### src/rtl/mult8x8_pipe_if.sv
// mult8x8_pipe_if: operand/product bundle for the 8x8 pipelined multiplier
interface mult8x8_pipe_if;
   logic        in_valid;
   logic [7:0]  a;
   logic [7:0]  b;
   logic        out_valid;
   logic [15:0] out;
   modport master(output in_valid, a, b, input out_valid, out);
   modport slave(input in_valid, a, b, output out_valid, out);
endinterface

### src/rtl/mult8x8_pipe.sv
// mult8x8_pipe: unsigned 8x8->16 two-stage multiplier; MULT8X8_APPROX_EN drops low APPROX_COLS columns
module mult8x8_pipe #(
   parameter int APPROX_COLS = 4
) (
   input logic           clk,
   input logic           rst,
   mult8x8_pipe_if.slave m
);
`ifdef MULT8X8_APPROX_EN
   localparam int DROP = APPROX_COLS;
`else
   localparam int DROP = 0;
`endif
   logic [15:0] pp [8];
   logic [15:0] s_lo_d, s_hi_d, s_lo_q, s_hi_q, out_d, out_q;
   logic        v1_q, ov_q;
   // partial products, with bits in dropped columns forced to zero
   always_comb begin
      for (int j = 0; j < 8; j++) begin
         pp[j] = '0;
         for (int i = 0; i < 8; i++)
            pp[j][i+j] = m.a[i] & m.b[j] & ((i + j) >= DROP);
      end
      s_lo_d = pp[0] + pp[1] + pp[2] + pp[3];
      s_hi_d = pp[4] + pp[5] + pp[6] + pp[7];
      out_d  = s_lo_q + s_hi_q;
   end
   // two register stages: half sums, then final sum; data holds when not valid
   always_ff @(posedge clk)
      if (rst) begin
         v1_q   <= 1'b0;
         s_lo_q <= '0;
         s_hi_q <= '0;
         ov_q   <= 1'b0;
         out_q  <= '0;
      end else begin
         v1_q <= m.in_valid;
         ov_q <= v1_q;
         if (m.in_valid) begin
            s_lo_q <= s_lo_d;
            s_hi_q <= s_hi_d;
         end
         if (v1_q) out_q <= out_d;
      end
   assign m.out       = out_q;
   assign m.out_valid = ov_q;
endmodule

### src/flat_wrapper.sv
// flat-port wrapper written by rule: the top's interface ports become plain ports
module mult8x8_pipe_flat 
#(
   parameter int APPROX_COLS = 4
)
  (clk, rst, m_in_valid, m_a, m_b, m_out_valid, m_out);
  mult8x8_pipe_if m_i ();
  input logic clk;
  input logic rst;
  input wire logic [$bits(m_i.in_valid)-1:0] m_in_valid;
  input wire logic [$bits(m_i.a)-1:0] m_a;
  input wire logic [$bits(m_i.b)-1:0] m_b;
  output wire logic [$bits(m_i.out_valid)-1:0] m_out_valid;
  output wire logic [$bits(m_i.out)-1:0] m_out;
  assign m_i.in_valid = m_in_valid;
  assign m_i.a = m_a;
  assign m_i.b = m_b;
  assign m_out_valid = m_i.out_valid;
  assign m_out = m_i.out;
  mult8x8_pipe #(.APPROX_COLS(APPROX_COLS)) u_core (.clk(clk), .rst(rst), .m(m_i));
endmodule
### config.mk
export PLATFORM = sky130hd
export DESIGN_NAME = mult8x8_pipe_flat
export DESIGN_NICKNAME = d
export VERILOG_FILES = /design/src/rtl/mult8x8_pipe_if.sv /design/src/rtl/mult8x8_pipe.sv /design/src/flat_wrapper.sv
export SDC_FILE = /design/constraint.sdc
export NUM_CORES = 1
export LEC_CHECK = 0
export ABC_AREA = 1
export ABC_CLOCK_PERIOD_IN_PS = 2400
export BUFFER_PORTS_ARGS = -buffer_cell sky130_fd_sc_hd__buf_2
export CAP_MARGIN = 20
export CORE_ASPECT_RATIO = 1.4
export CORE_MARGIN = 1
export CORE_UTILIZATION = 45
export CTS_CLUSTER_DIAMETER = 100
export DETAILED_ROUTE_END_ITERATION = 10
export GPL_TIMING_DRIVEN = 0
export PLACE_DENSITY_LB_ADDON = 0.1
export SETUP_SLACK_MARGIN = 0.3
export SLEW_MARGIN = 20
export SYNTH_ARGS = -nofsm -noshare
export SYNTH_HDL_FRONTEND = slang
export SYNTH_SLANG_ARGS = --single-unit
### constraint.sdc
create_clock -name clk -period 2.4 [get_ports clk]
set_input_delay 0 -clock clk [delete_from_list [all_inputs] [get_ports clk]]
set_output_delay 0 -clock clk [all_outputs]
set_load 0.02 [all_outputs]
* After elaboration in Yosys (flattened, before gate mapping) *
Index checks and enable logic that the tools add are counted.

storage, ports and cells
  register bits = 50
  output and inout bits = 17
  logic and storage cells = 76

cells by class
  add/sub/neg operators = 7
  bitwise operators = 64

operators by type and width
  cell                     count
  AND 1 bit                64
  adder 15 x 15 -> 16 bit  1
  adder 16 bit             1
  adder 14 x 14 -> 15 bit  1
  adder 12 x 13 -> 14 bit  1
  adder 11 x 11 -> 12 bit  1
  adder 10 x 10 -> 11 bit  1
  adder 8 x 9 -> 10 bit    1

* Logic depth before layout (Yosys ltp) *
  depth after elaboration = 4
  mapped depth = 16
  depth with buffers taken out = 15

* Worst setup path after synthesis *
No wires, ideal clock.

  path type = input port to flip-flop
  start = input port m_b[7]
  end = register u_core.s_hi_q[13]
  library setup time = 115 ps
  arrival = 2,496 ps
  path slack = -212 ps
  stages = 13
  buffers on the path = 1
  cells stage by stage = clkbuf_1 > nand2_1 > fa_1 > fa_1 > inv_1 > ha_1 > fa_1 > nand3_1 > nand2_1 > nand3_1 > a21oi_1 > o21ai_0 > inv_1

between the ends
  longest elaborated chain between the ends = 2
  elaborated cells on any way between the ends = 8
  those cells by class = add/sub (1); bitwise (7)

RTL lines
  what                       RTL line            text
  start, declared            flat_wrapper.sv:12  input wire logic [$bits(m_i.b)-1:0] m_b;
  AND 1 bit                  mult8x8_pipe.sv:22  pp[j][i+j] = m.a[i] & m.b[j] & ((i + j) >= DROP);
  adder 15 x 15 -> 16 bit *  mult8x8_pipe.sv:25  s_hi_d = pp[4] + pp[5] + pp[6] + pp[7];
  end signal, assigned       mult8x8_pipe.sv:41  s_hi_q <= s_hi_d;
  end, declared              mult8x8_pipe.sv:15  logic [15:0] s_lo_d, s_hi_d, s_lo_q, s_hi_q, out_d, out_q;

Every way passes the cells marked *; elsewhere a longest branch is shown, timed or not.
A chain may end at the register's enable or synchronous reset.

* Worst setup path in the final report *
  start = input port m_a[0]
  end = register u_core.s_lo_q[9]

between the ends
  longest elaborated chain between the ends = 4
  elaborated cells on any way between the ends = 7
  those cells by class = add/sub (3); bitwise (4)

RTL lines
  what                       RTL line            text
  start, declared            flat_wrapper.sv:11  input wire logic [$bits(m_i.a)-1:0] m_a;
  AND 1 bit                  mult8x8_pipe.sv:22
  adder 8 x 9 -> 10 bit      mult8x8_pipe.sv:24  s_lo_d = pp[0] + pp[1] + pp[2] + pp[3];
  adder 10 x 10 -> 11 bit    mult8x8_pipe.sv:24
  adder 11 x 11 -> 12 bit *  mult8x8_pipe.sv:24
  end signal, assigned       mult8x8_pipe.sv:40  s_lo_q <= s_lo_d;
  end, declared              mult8x8_pipe.sv:15

Marked as above.

==> summary.md <==
| Metric | Value |
|---|---|
| Clock transition at path regs | `about 0.060 ns` |
| Inserted Diodes | `0` |
| Worst-Skew Late Latency | `0.29 ns` |
| Sink Count | `42` |
| Switching fraction of total power | `around 38%` |
| Cell variety after synth | `26` |
| Vias in the first global route | `roughly 3400` |
| Crit-path cells | `clkbuf_16 -> nand2_4 -> inv_2 -> fa_1 -> fa_1 -> ha_2 -> fa_2 -> nand3_2 -> nand2_4 -> a21oi_2 -> nand2b_1 -> nand3_1 -> nand2_1 -> inv_1` |
| Max-Cap Viols | `0` |
| Site row count | `40` |
| Pwr/cell area | `approximately 540 nW/um^2` |
| Post-synth ARST share | `0%` |
| Fraction of layout cells with a size suffix above 1 | `about a fifth` |
| Total global routing overflow | `0` |
| Syn_nets | `approximately 700` |
| Part of the cycle the worst path needs | `91.53%` |
| Critical path's largest stage delay | `around 0.56 ns` |
| Crit Path Class | `in2reg` |
| Post-Route Utilization | `57.05%` |
| Boundary Pins | `36` |
| Post-DP Area | `between 4000 and 5000 sq um` |
| Final hold vios | `0` |
| Area of the multi-input gates | `2729 sq um` |
| Worst Tran Pin Value | `approximately 0.61 ns` |
| Synth Instances | `just over 600` |
| Worst hold path class | `in2reg` |
| Die span in y | `113.3 um` |
| Final min period | `2.197 ns` |
| Worst setup EP type | `flop` |
| Leakage | `~2.9 nW` |
| DRT Pass-1 Iters | `4` |
| Root buf cell | `clkbuf_16` |
| Post-route DRC | `0` |
| YS warnings | `0` |
| Via count | `approximately 3600` |
| CTS Hold Buffers Added | `0` |
| Remaining antenna violation count after routing | `0` |
| Synthesized area per cell | `roughly 6.5 sq um` |
| Clock power share | `26.0%` |
| RSZ-0062 raised after global routing | `yes` |
| Initial core utilization | `between 40% and 50%` |
| Crit-path max FO | `5` |
| Switching Power | `a little over 1 mW` |
| Synth-to-layout area growth | `22.67%` |
| First-pass GRT wire length | `~15 mm` |
| Final WL | `9.019 mm` |
| Mapped cell area | `about 4000 sq um` |
| Pwr Total | `around 2.7 mW` |
| Final net count | `approximately 730` |
| Reg power frac | `30.4%` |
| Combinational share of power | `a little over two fifths` |
| Vias per cell | `4.757` |
| # port buffers | `18` |
| DR WL/cell | `11.90 um` |
| Peak supply drop | `between 0.6 and 0.7 mV` |
| Cts bufs inserted | `5` |
| Hpwl dp | `slightly above 7 mm` |
| Pins Over Slew Limit | `0` |
| Fmax | `around 460 MHz` |
| Status | `complete, no violations` |
| Die W | `81.49 um` |
| Core area | `roughly 8600 sq um` |
| Layout fillers | `around 860` |
| GRT Total Usage | `around a fifth` |
| Flops & latches, synth | `42` |
| Finished layout cell area | `~4900 sq um` |
| Headroom to the max-slew limit | `59.57%` |
| EDFF count, synth | `0` |
| Sequential share of the synthesized area | `around a fifth` |
| GP Congestion | `around 0.86` |
| Worst EP required | `approximately 2.6 ns` |
| # H-tree levels | `2` |
| DR iter-0 viols | `approximately 130` |
| CP startpoint kind | `input port` |
| Bufs on Longest Clock Path | `2` |
| Final setup violation count | `0` |
| CP max-delay cell | `fa_1` |
| Largest net degree at the start of global routing | `16` |
| Crit path DAT | `2.39 ns` |
| P_int | `1.647 mW` |
| Setup Skew | `roughly 0.0048 ns` |
| TritonCTS clock tree | `yes` |
| Die ar. | `9230 sq um` |
| Sequential cell area | `between 800 and 900 sq um` |
| Dominant synthesized flop cell | `dfxtp_1` |
| Initial antenna violation count | `0` |
[cells in the final DEF, fill, tap and decap left out, types with 18 or more instances in the layout]
cell and n:
dfxtp_1 42, ha_1 26, nand2_1 126, buf_2 25
nand3_1 30, inv_1 126, o21ai_0 18, nor2_1 75
inv_2 23, fa_1 24
[cell families after synthesis]
| kind of cell | Yosys count | synth area share (%) |
|---|---|---|
| simple gates | 266 | 26.78 |
| buf+inv | 177 | 17.16 |
| compound gates | 59 | 8.048 |
| fa+ha+maj | 63 | 24.90 |
| xor+xnor | 9 | 1.981 |
| flops | 42 | 21.13 |
[power groups by stage]
| stage | Clock, mW | Combinational, mW | Sequential [mW] |
|---|---|---|---|
| after floorplan | 0 | 0.786 | 0.837 |
| after global placement | 0 | 0.993 | 0.820 |
| final | 0.689 | 1.16 | 0.808 |
| after CTS | 0.710 | 1.05 | 0.807 |
| after detailed placement | 0 | 1.01 | 0.822 |
| after global routing | 0.740 | 1.32 | 0.816 |
[synth_stat cells, types with 2 or more instances]
library cell    n  area, sq um
inv_1         148        555.5
nand2_1       147        551.8
nor2_1         76        285.3
dfxtp_1        42        840.8
ha_1           36        450.4
nand3_1        35        175.2
o21ai_0        30        150.1
fa_1           27        540.5
a21oi_1        20        100.1
clkbuf_1       18        67.56
buf_2           8        40.04
xor2_1          8        70.07
nand4_1         5        31.28
o21bai_1        3        22.52
a21boi_0        2        15.01
[state kept, by name, indices dropped and copies added, names as in the netlist]
signal and cells:
u_core.m.out 16, u_core.s_hi_q 12, u_core.s_lo_q 12, u_core.m.out_valid 1, u_core.v1_q 1
[per-stage QoR]
step	cells	setup WS [ns]	TNS (ns)	hold slack, ns
floorplan	616	0.009905	0	0.2628
global placement	739	-0.1858	-0.6894	0.4104
detailed placement	739	-0.2382	-0.8846	0.4164
CTS	751	0.2162	0	0.09155
global route	758	0.1107	0	0.1172
finish	758	0.2033	0	0.09830
[worst max-delay path, delay by kind of cell]
family | cells | cell delay, ns
buf+inv | 3 | 0.20
fa+ha+maj | 4 | 1.55
compound gates | 1 | 0.14
simple gates | 6 | 0.49
[final cells by class]
class	instances	share of cell area (%)
buffer	28	5.971
multi-input combinational	397	55.89
inverter	149	11.46
timing repair buffer	29	3.690
tap	105	2.691
sequential	42	17.22
clock buffer	5	2.563
clock inverter	3	0.5126
[routing by layer]
layer / vias to the layer above / part of all wire, % / GRT usage (%)
met2: 51 / 54 / 39.50
met5: - / 0 / 0
met1: 1646 / 41 / 23.79
met3: 15 / 2.0 / 2.419
met4: 0 / 2.5 / 8.452
li1: 1894 / - / -
[repair_timing]
item | 4_1_cts | 5_1_grt
pin swaps | 10 | 33
setup endpoints to repair | 7 | 14
setup buffers | 4 | 7
resized for setup | 17 | 71
[worst paths after layout]
check | startpoint | to | slack, ns | cells past startpoint
hold reg to reg | u_core.s_hi_q[4] | u_core.s_hi_q[4] | 0.47 | 2
setup / recovery | m_a[0] | u_core.s_lo_q[9] | 0.20 | 14
hold / removal | m_b[0] | u_core.s_lo_q[0] | 0.1 | 3
setup reg to reg | u_core.s_lo_q[4] | u_core.m.out[12] | 0.55 | 11
(Power assumes the default switching activity.)
